<file path="config.mk">
export PLATFORM = sky130hd
export DESIGN_NAME = alu_seq
export DESIGN_NICKNAME = d
export VERILOG_FILES = /design/src/rtl/alu_seq.sv
export SDC_FILE = /design/constraint.sdc
export NUM_CORES = 1
export LEC_CHECK = 0
export CORE_ASPECT_RATIO = 2
export CORE_MARGIN = 5
export CORE_UTILIZATION = 50
export CTS_CLUSTER_SIZE = 16
export DETAILED_ROUTE_END_ITERATION = 8
export PLACE_DENSITY = 0.77
export SYNTH_ARGS = -nofsm -noshare
export SYNTH_HDL_FRONTEND = slang
export SYNTH_SLANG_ARGS = --single-unit
</file>
<file path="constraint.sdc">
create_clock -name Clk -period 3.7 [get_ports Clk]
set_input_delay 1.11 -clock Clk [delete_from_list [all_inputs] [get_ports Clk]]
set_output_delay 1.11 -clock Clk [all_outputs]
set_load 0.02 [all_outputs]
</file>
<file path="src/rtl/alu_seq.sv">
// alu_seq: multi-cycle ALU behind a valid/ready handshake; shifts run one bit per cycle.
// Optional feature: define ALU_SEQ_MUL_EN to build the shift-add multiplier for op 7.
module alu_seq #(
  parameter int WIDTH = 8,
  parameter int SHW   = $clog2(WIDTH)
) (
  input  logic             Clk,
  input  logic             Reset,
  input  logic             in_valid,
  output logic             in_ready,
  input  logic [2:0]       op,
  input  logic [WIDTH-1:0] in_a,
  input  logic [WIDTH-1:0] in_b,
  output logic             out_valid,
  input  logic             out_ready,
  output logic [WIDTH-1:0] rslt,
  output logic             alu_zero,
  output logic             carry,
  output logic             neg
);
  typedef enum logic [2:0] {
    OP_ADD = 3'd0, OP_LSH = 3'd1, OP_RSH = 3'd2, OP_XOR = 3'd3,
    OP_SUB = 3'd4, OP_AND = 3'd5, OP_OR  = 3'd6, OP_MUL = 3'd7
  } op_e;

  typedef enum logic [1:0] {S_IDLE = 2'd0, S_BUSY = 2'd1, S_DONE = 2'd2} state_e;

  state_e           state_r, state_s;
  op_e              op_r, op_s;
  logic [WIDTH-1:0] a_r, a_s, b_r, b_s, rslt_r, rslt_s;
  logic [SHW:0]     cnt_r, cnt_s;
  logic             zero_r, zero_s, carry_r, carry_s, neg_r, neg_s;
  logic [WIDTH:0]   sum_s;
  logic [WIDTH-1:0] fin_s;
  logic             fin_c_s, load_s;
`ifdef ALU_SEQ_MUL_EN
  logic [WIDTH-1:0] hi_r, hi_s;
  logic [WIDTH:0]   psum_s;

  // One partial-product step: the multiplier bit in b_r[0] gates the add of a_r.
  assign psum_s = {1'b0, hi_r} + (b_r[0] ? {1'b0, a_r} : {(WIDTH+1){1'b0}});
`endif

  // SUB reuses the adder as a + ~b + 1, so carry-out 1 means no borrow.
  assign sum_s = {1'b0, a_r} + {1'b0, (op_r == OP_SUB) ? ~b_r : b_r}
               + {{WIDTH{1'b0}}, (op_r == OP_SUB)};

  assign in_ready  = (state_r == S_IDLE);
  assign out_valid = (state_r == S_DONE);
  assign rslt      = rslt_r;
  assign alu_zero  = zero_r;
  assign carry     = carry_r;
  assign neg       = neg_r;

  // Next-state and datapath: every op spends cnt BUSY cycles, single-cycle ops use cnt = 1.
  always_comb begin
    state_s = state_r;
    op_s    = op_r;
    a_s     = a_r;
    b_s     = b_r;
    cnt_s   = cnt_r;
    rslt_s  = rslt_r;
    zero_s  = zero_r;
    carry_s = carry_r;
    neg_s   = neg_r;
    fin_s   = {WIDTH{1'b0}};
    fin_c_s = 1'b0;
    load_s  = 1'b0;
`ifdef ALU_SEQ_MUL_EN
    hi_s    = hi_r;
`endif
    case (state_r)
      S_IDLE: begin
        if (in_valid) begin
          op_s    = op_e'(op);
          a_s     = in_a;
          b_s     = in_b;
          state_s = S_BUSY;
`ifdef ALU_SEQ_MUL_EN
          hi_s    = {WIDTH{1'b0}};
`endif
          case (op_e'(op))
            OP_LSH, OP_RSH: begin
              if (in_b[SHW-1:0] != {SHW{1'b0}}) begin
                cnt_s = {1'b0, in_b[SHW-1:0]};
              end else begin
                cnt_s = {{SHW{1'b0}}, 1'b1};
              end
            end
`ifdef ALU_SEQ_MUL_EN
            OP_MUL:  cnt_s = (SHW+1)'(WIDTH);
`endif
            default: cnt_s = {{SHW{1'b0}}, 1'b1};
          endcase
        end else begin
          state_s = S_IDLE;
        end
      end
      S_BUSY: begin
        cnt_s = cnt_r - {{SHW{1'b0}}, 1'b1};
        case (op_r)
          OP_ADD, OP_SUB: begin
            fin_s   = sum_s[WIDTH-1:0];
            fin_c_s = sum_s[WIDTH];
          end
          OP_XOR: fin_s = a_r ^ b_r;
          OP_AND: fin_s = a_r & b_r;
          OP_OR:  fin_s = a_r | b_r;
          OP_LSH: begin
            if (b_r[SHW-1:0] != {SHW{1'b0}}) begin
              {fin_c_s, fin_s} = {a_r, 1'b0};
            end else begin
              fin_s = a_r;
            end
            a_s = fin_s;
          end
          OP_RSH: begin
            if (b_r[SHW-1:0] != {SHW{1'b0}}) begin
              {fin_s, fin_c_s} = {1'b0, a_r};
            end else begin
              fin_s = a_r;
            end
            a_s = fin_s;
          end
          OP_MUL: begin
`ifdef ALU_SEQ_MUL_EN
            {hi_s, b_s} = {psum_s, b_r[WIDTH-1:1]};
            fin_s       = b_s;
            fin_c_s     = |hi_s;
`else
            fin_s       = {WIDTH{1'b0}};
`endif
          end
          default: fin_s = {WIDTH{1'b0}};
        endcase
        if (cnt_r == {{SHW{1'b0}}, 1'b1}) begin
          state_s = S_DONE;
          load_s  = 1'b1;
        end else begin
          state_s = S_BUSY;
        end
      end
      S_DONE: begin
        if (out_ready) begin
          state_s = S_IDLE;
        end else begin
          state_s = S_DONE;
        end
      end
      default: state_s = S_IDLE;
    endcase
    if (load_s) begin
      rslt_s  = fin_s;
      carry_s = fin_c_s;
      zero_s  = (fin_s == {WIDTH{1'b0}});
      neg_s   = fin_s[WIDTH-1];
    end else begin
      rslt_s  = rslt_r;
      carry_s = carry_r;
      zero_s  = zero_r;
      neg_s   = neg_r;
    end
  end

  // State and datapath registers; reset discards any in-flight operation.
  always_ff @(posedge Clk or posedge Reset) begin
    if (Reset) begin
      state_r <= S_IDLE;
      op_r    <= OP_ADD;
      a_r     <= {WIDTH{1'b0}};
      b_r     <= {WIDTH{1'b0}};
      cnt_r   <= {(SHW+1){1'b0}};
      rslt_r  <= {WIDTH{1'b0}};
      zero_r  <= 1'b0;
      carry_r <= 1'b0;
      neg_r   <= 1'b0;
`ifdef ALU_SEQ_MUL_EN
      hi_r    <= {WIDTH{1'b0}};
`endif
    end else begin
      state_r <= state_s;
      op_r    <= op_s;
      a_r     <= a_s;
      b_r     <= b_s;
      cnt_r   <= cnt_s;
      rslt_r  <= rslt_s;
      zero_r  <= zero_s;
      carry_r <= carry_s;
      neg_r   <= neg_s;
`ifdef ALU_SEQ_MUL_EN
      hi_r    <= hi_s;
`endif
    end
  end
endmodule

</file>
**Yosys cells after proc, flatten, opt, wreduce, memory -nomap -nowiden**

Index checks and enable logic that the tools add are counted.

- Register bits: 36
- Input bits: 23
- Output and inout bits: 13

- $add $sub $neg: 3
- Equal/unequal tests: 14
- Multiplexer cells: 22
- Bitwise gates (word level): 4
- Reduce and logical (&&, ||, !) cells: 11

Operators by type and width:

| kind | count |
|---|---|
| one-hot mux 8 bit (7 select lines) | 1 |
| 2-to-1 mux 8 bit | 5 |
| one-hot mux 8 bit (2 select lines) | 2 |
| == test 3 bit, second input constant | 4 |
| adder 8 x 8 -> 9 bit | 1 |
| adder 9 x 1 -> 9 bit | 1 |
| == test 3 x 2 -> 1 bit, second input constant | 3 |
| AND 8 bit | 1 |
| zero test 8 bit | 1 |
| 2-to-1 mux 4 bit | 2 |
| inverter 8 bit | 1 |
| OR 8 bit | 1 |
| one-hot mux 4 bit (2 select lines) | 1 |
| XOR 8 bit | 1 |
| == test 3 x 1 -> 1 bit, second input constant | 2 |
| 2-to-1 mux 1 bit | 6 |
| one-hot mux 2 bit (3 select lines) | 1 |
| nonzero test 3 bit | 2 |
| == test 4 x 1 -> 1 bit, second input constant | 1 |
| 2-to-1 mux 2 bit | 2 |
| AND reduction 2 bit | 2 |
| OR reduction 2 bit | 2 |
| subtractor 4 x 1 -> 4 bit, second input constant | 1 |
| zero test 3 bit | 1 |
| 9 further kinds | 9 |

**Longest topological paths before layout**

- Word-level depth: 7
- Mapped depth: 13
- Gate-level depth less buffers: 10

**Worst setup path after synthesis**

OpenSTA, ideal clock, no wires.

- Path type: reg-to-reg
- Start point: register op_r[0]
- End point: register zero_r (netlist: alu_zero)
- Library setup time: 0.138 ns
- Data arrival time: 2.851 ns
- Required time: 3.562 ns
- Setup slack: 0.711 ns
- Stages on the path, launching flop included: 14
- Buffers on the path: 3
- Clock period less this slack: 2.989 ns
- Cell sequence: dfrtp_1 > buf_6 > clkbuf_1 > nor2_1 > and2_1 > clkbuf_1 > xnor2_1 > ha_1 > nor3_1 > a2111oi_2 > o21a_2 > o211a_1 > o311ai_1 > a22oi_1

- Cells in the longest elaborated chain, start to end: 7
- Elaborated cells on any way between the ends: 15
- Those cells by class: 2 x add/sub; 7 x eq/ne; 3 x mux; 3 x reduce/logical

Ends and longest elaborated chain:

| what | RTL line | source |
|---|---|---|
| start: declaration | 29 | `op_e op_r, op_s;` |
| start signal: assignment | 182 | `op_r <= op_s;` |
| == test 3 bit | 45, 46, 101 |  |
| 2-to-1 mux 8 bit | 45 | `assign sum_s = {1'b0, a_r} + {1'b0, (op_r == OP_SUB) ? ~b_r : b_r}` |
| adder 8 x 8 -> 9 bit | 45 |  |
| adder 9 x 1 -> 9 bit | 46 | `+ {{WIDTH{1'b0}}, (op_r == OP_SUB)};` |
| one-hot mux 8 bit (7 select lines) (*) | 101 | `case (op_r)` |
| 2-to-1 mux 8 bit (*) | 72 | `case (state_r)` |
| zero test 8 bit (*) | 155 | `zero_s = (fin_s == {WIDTH{1'b0}});` |
| end signal: assignment | 187 | `zero_r <= zero_s;` |
| end: declaration | 32 | `logic zero_r, zero_s, carry_r, carry_s, neg_r, neg_s;` |

Every way passes the cells marked *; elsewhere a longest branch is shown, timed or not.
A chain may end at the register's enable or synchronous reset.

**Worst setup path in the final report**

Same ends and word-level chain as after synthesis.

==> results.toml <==
[status]
status = "completed"

[place]
hpwl_um = 6010
gp_congestion = 0.934
port-buffer-count = 35

[route]
wire_per_inst_um = 18.5
drt-pass1-iter-count = 4
wirelength_um = 8030
drtAntennaViolNets = 0
routed_via_density = 6.21
drtIter0Drc = 136
vias = 2694
drc = 0

[timing]
finalHoldViolCount = 0
setup_violations = 0
final_max_slew_viol_count = 0
relSlewSlack_pct = 41.5
fin_crit_ns = 2.89
worstMarginPinSlew_ns = 0.871
rsz0062_at_grt = "false"
fin_worst_skew_ns = 0.00538
finalSetupTns_ns = 0
finalCritPeriodShare_pct = 78.1
timing.fmax_ghz = 0.346

[global_route]
busiest_layer = "met2"
grt.overflow.total = 0
grt_pass1_vias = 2702
grt.total_usage_pct = 22.5
grt_use_met3_pct = 4.02
grt_start_max_net_pins = 36
gr-usage-met1_pct = 25.5
antenna_found_initial = 0
gr-usage-met2_pct = 38.4
grt_pass1_wl_um = 13400

[finish]
layout-drive-gt1-share_pct = 6.97
fillers = 506
nets = 424
syn_to_final_growth_pct = 17.1
diodes = 0

[logic_synthesis]
synth_cell_types = 69
async_flop_share_pct = 100
synth_most_common_cell = "nand2_1"
syn_nets = 396
synth_seq_area_share_pct = 30.4
synth-edff-count = 0
yosys_warnings = 0
syn_area_um2 = 2880
synthTopCellsByCount = "39 x nand2_1, 36 x o21ai_0, 35 x dfrtp_1, 29 x a21oi_1, 26 x ha_1"
synth-seq-cells = 35
netlist.area_leader.share_pct = 30.4
postSynthAreaPerCell_um2 = 8.34
yosys.area.top_type = "dfrtp_1"
synthCells = 346
synthFlopType = "dfrtp_1"
synthTopCellsByArea = "dfrtp_1 30%, ha_1 11%, o21ai_0 6.2%"

[min_path]
hold_path_class = "reg2reg"
worstHoldStart = "rslt[2]$_DFFE_PP0P_"
min_path_cells = 2
min_to = "rslt[2]$_DFFE_PP0P_"

[setup_path]
reg2reg_from = "op_r[0]$_DFFE_PP0P_"
crit_type = "reg2reg"
r2r_cells = 10
cp.required_ns = 3.90
rrSetupSlack_ns = 0.81
crit_path_max_fanout = 7
crit_arrival_ns = 3.08
worstSetupStartpointType = "flip-flop"
setup.worst_path.start = "op_r[0]$_DFFE_PP0P_"
cp-end-kind = "flip-flop"
r2r-end = "alu_zero$_DFFE_PP0P_"

[floorplanning]
core_um2 = 5660
initial_core_util_pct = 51.0
rows = 39
die-area_um2 = 7480
dieHeight_um = 117
die_w_um = 63.7
num_io_pins = 36

[cts]
cts_buffers = 5
cts_hold_buffers = 0
clockBufferDepth = 2
cts_htree_levels = 2
path_clk_slew_ns = 0.05
cts_setup_buffers = 0
cts_root_buffer = "clkbuf_16"
cts_tree = "done"
clock-sinks = 35
cts_resized = 0
clock_latency_ns = 0.29

[job]
maxCapViolCount = 0
-- state kept, by name (all words and copies together), names as in the netlist --
signal    flops
a_r           8
state_r       2
carry         1
cnt_r         4
op_r          3
b_r           8
alu_zero      1
rslt          8
-- per-stage QoR --
step	area (um2)	std cells	utilization (%)	setup WS, ns	hold slack (ns)
after floorplan	2880	346	-	0.711	0.471
after global routing	3380	434	59.7	0.589	0.517
after detailed placement	3250	428	57.3	0.852	0.470
after global placement	3250	428	57.3	0.926	0.462
after CTS	3380	434	59.7	0.832	0.482
final	3380	434	59.7	0.811	0.475
-- critical path, stage by stage, from the launching register on --
cell and delay [ns]:
dfrtp_1 0.37, nor2_1 0.20, and2_1 0.42, xnor2_1 0.18, fa_1 0.46, a21oi_1 0.23, o211ai_1 0.17, xor2_1 0.17
o221ai_1 0.27, o2111ai_1 0.15, a22oi_1 0.19
-- per-layer routing --
metal,vias up,share of wire [%]
li1,1307,-
met1,1255,37
met2,103,53
met3,29,5.4
met4,0,4.9
met5,-,0
-- layout make-up --
type	instances	area, um2	share of cell area (%)
multi-input combinational	268	1810	53.5
sequential	35	876	25.9
timing repair buffer	42	403	11.9
clock buffer	5	125	3.70
inverter	22	82.6	2.44
tap	61	76.3	2.26
clock inverter	1	7.51	0.222
-- how the worst max path moves through the flow --
| stage | slack, ns | cells after the start | end |
|---|---|---|---|
| 6_report | 0.81 | 10 | alu_zero$_DFFE_PP0P_ |
| 5_1_grt | 0.59 | 10 | alu_zero$_DFFE_PP0P_ |
| 4_1_cts | 0.83 | 10 | alu_zero$_DFFE_PP0P_ |
| 3_5_place_dp | 0.85 | 10 | alu_zero$_DFFE_PP0P_ |
| 3_3_place_gp | 0.93 | 10 | alu_zero$_DFFE_PP0P_ |
| 2_1_floorplan | 0.71 | 13 | alu_zero$_DFFE_PP0P_ |
-- placed cells by master (no fill, tap or decap), drive strengths merged, types with 5 or more instances in the layout --
master,count
nand2,39
o21ai,37
dfrtp,35
clkdlybuf4s50,35
a21oi,29
ha,26
inv,22
nor2,21
nand2b,11
xnor2,9
buf,7
o22ai,6
nand3,5
clkbuf,5
-- cells by family after synthesis --
group | after synthesis | share of synthesized area, %
fa+ha+maj | 27 | 12.0
flops | 35 | 30.4
buf+inv | 43 | 6.94
mux | 2 | 0.694
compound gates | 119 | 27.3
xor+xnor | 12 | 3.64
simple gates | 108 | 19.1
Power is not shown: default switching activity piles up to over one toggle a cycle in this logic, so the estimate is an artifact.
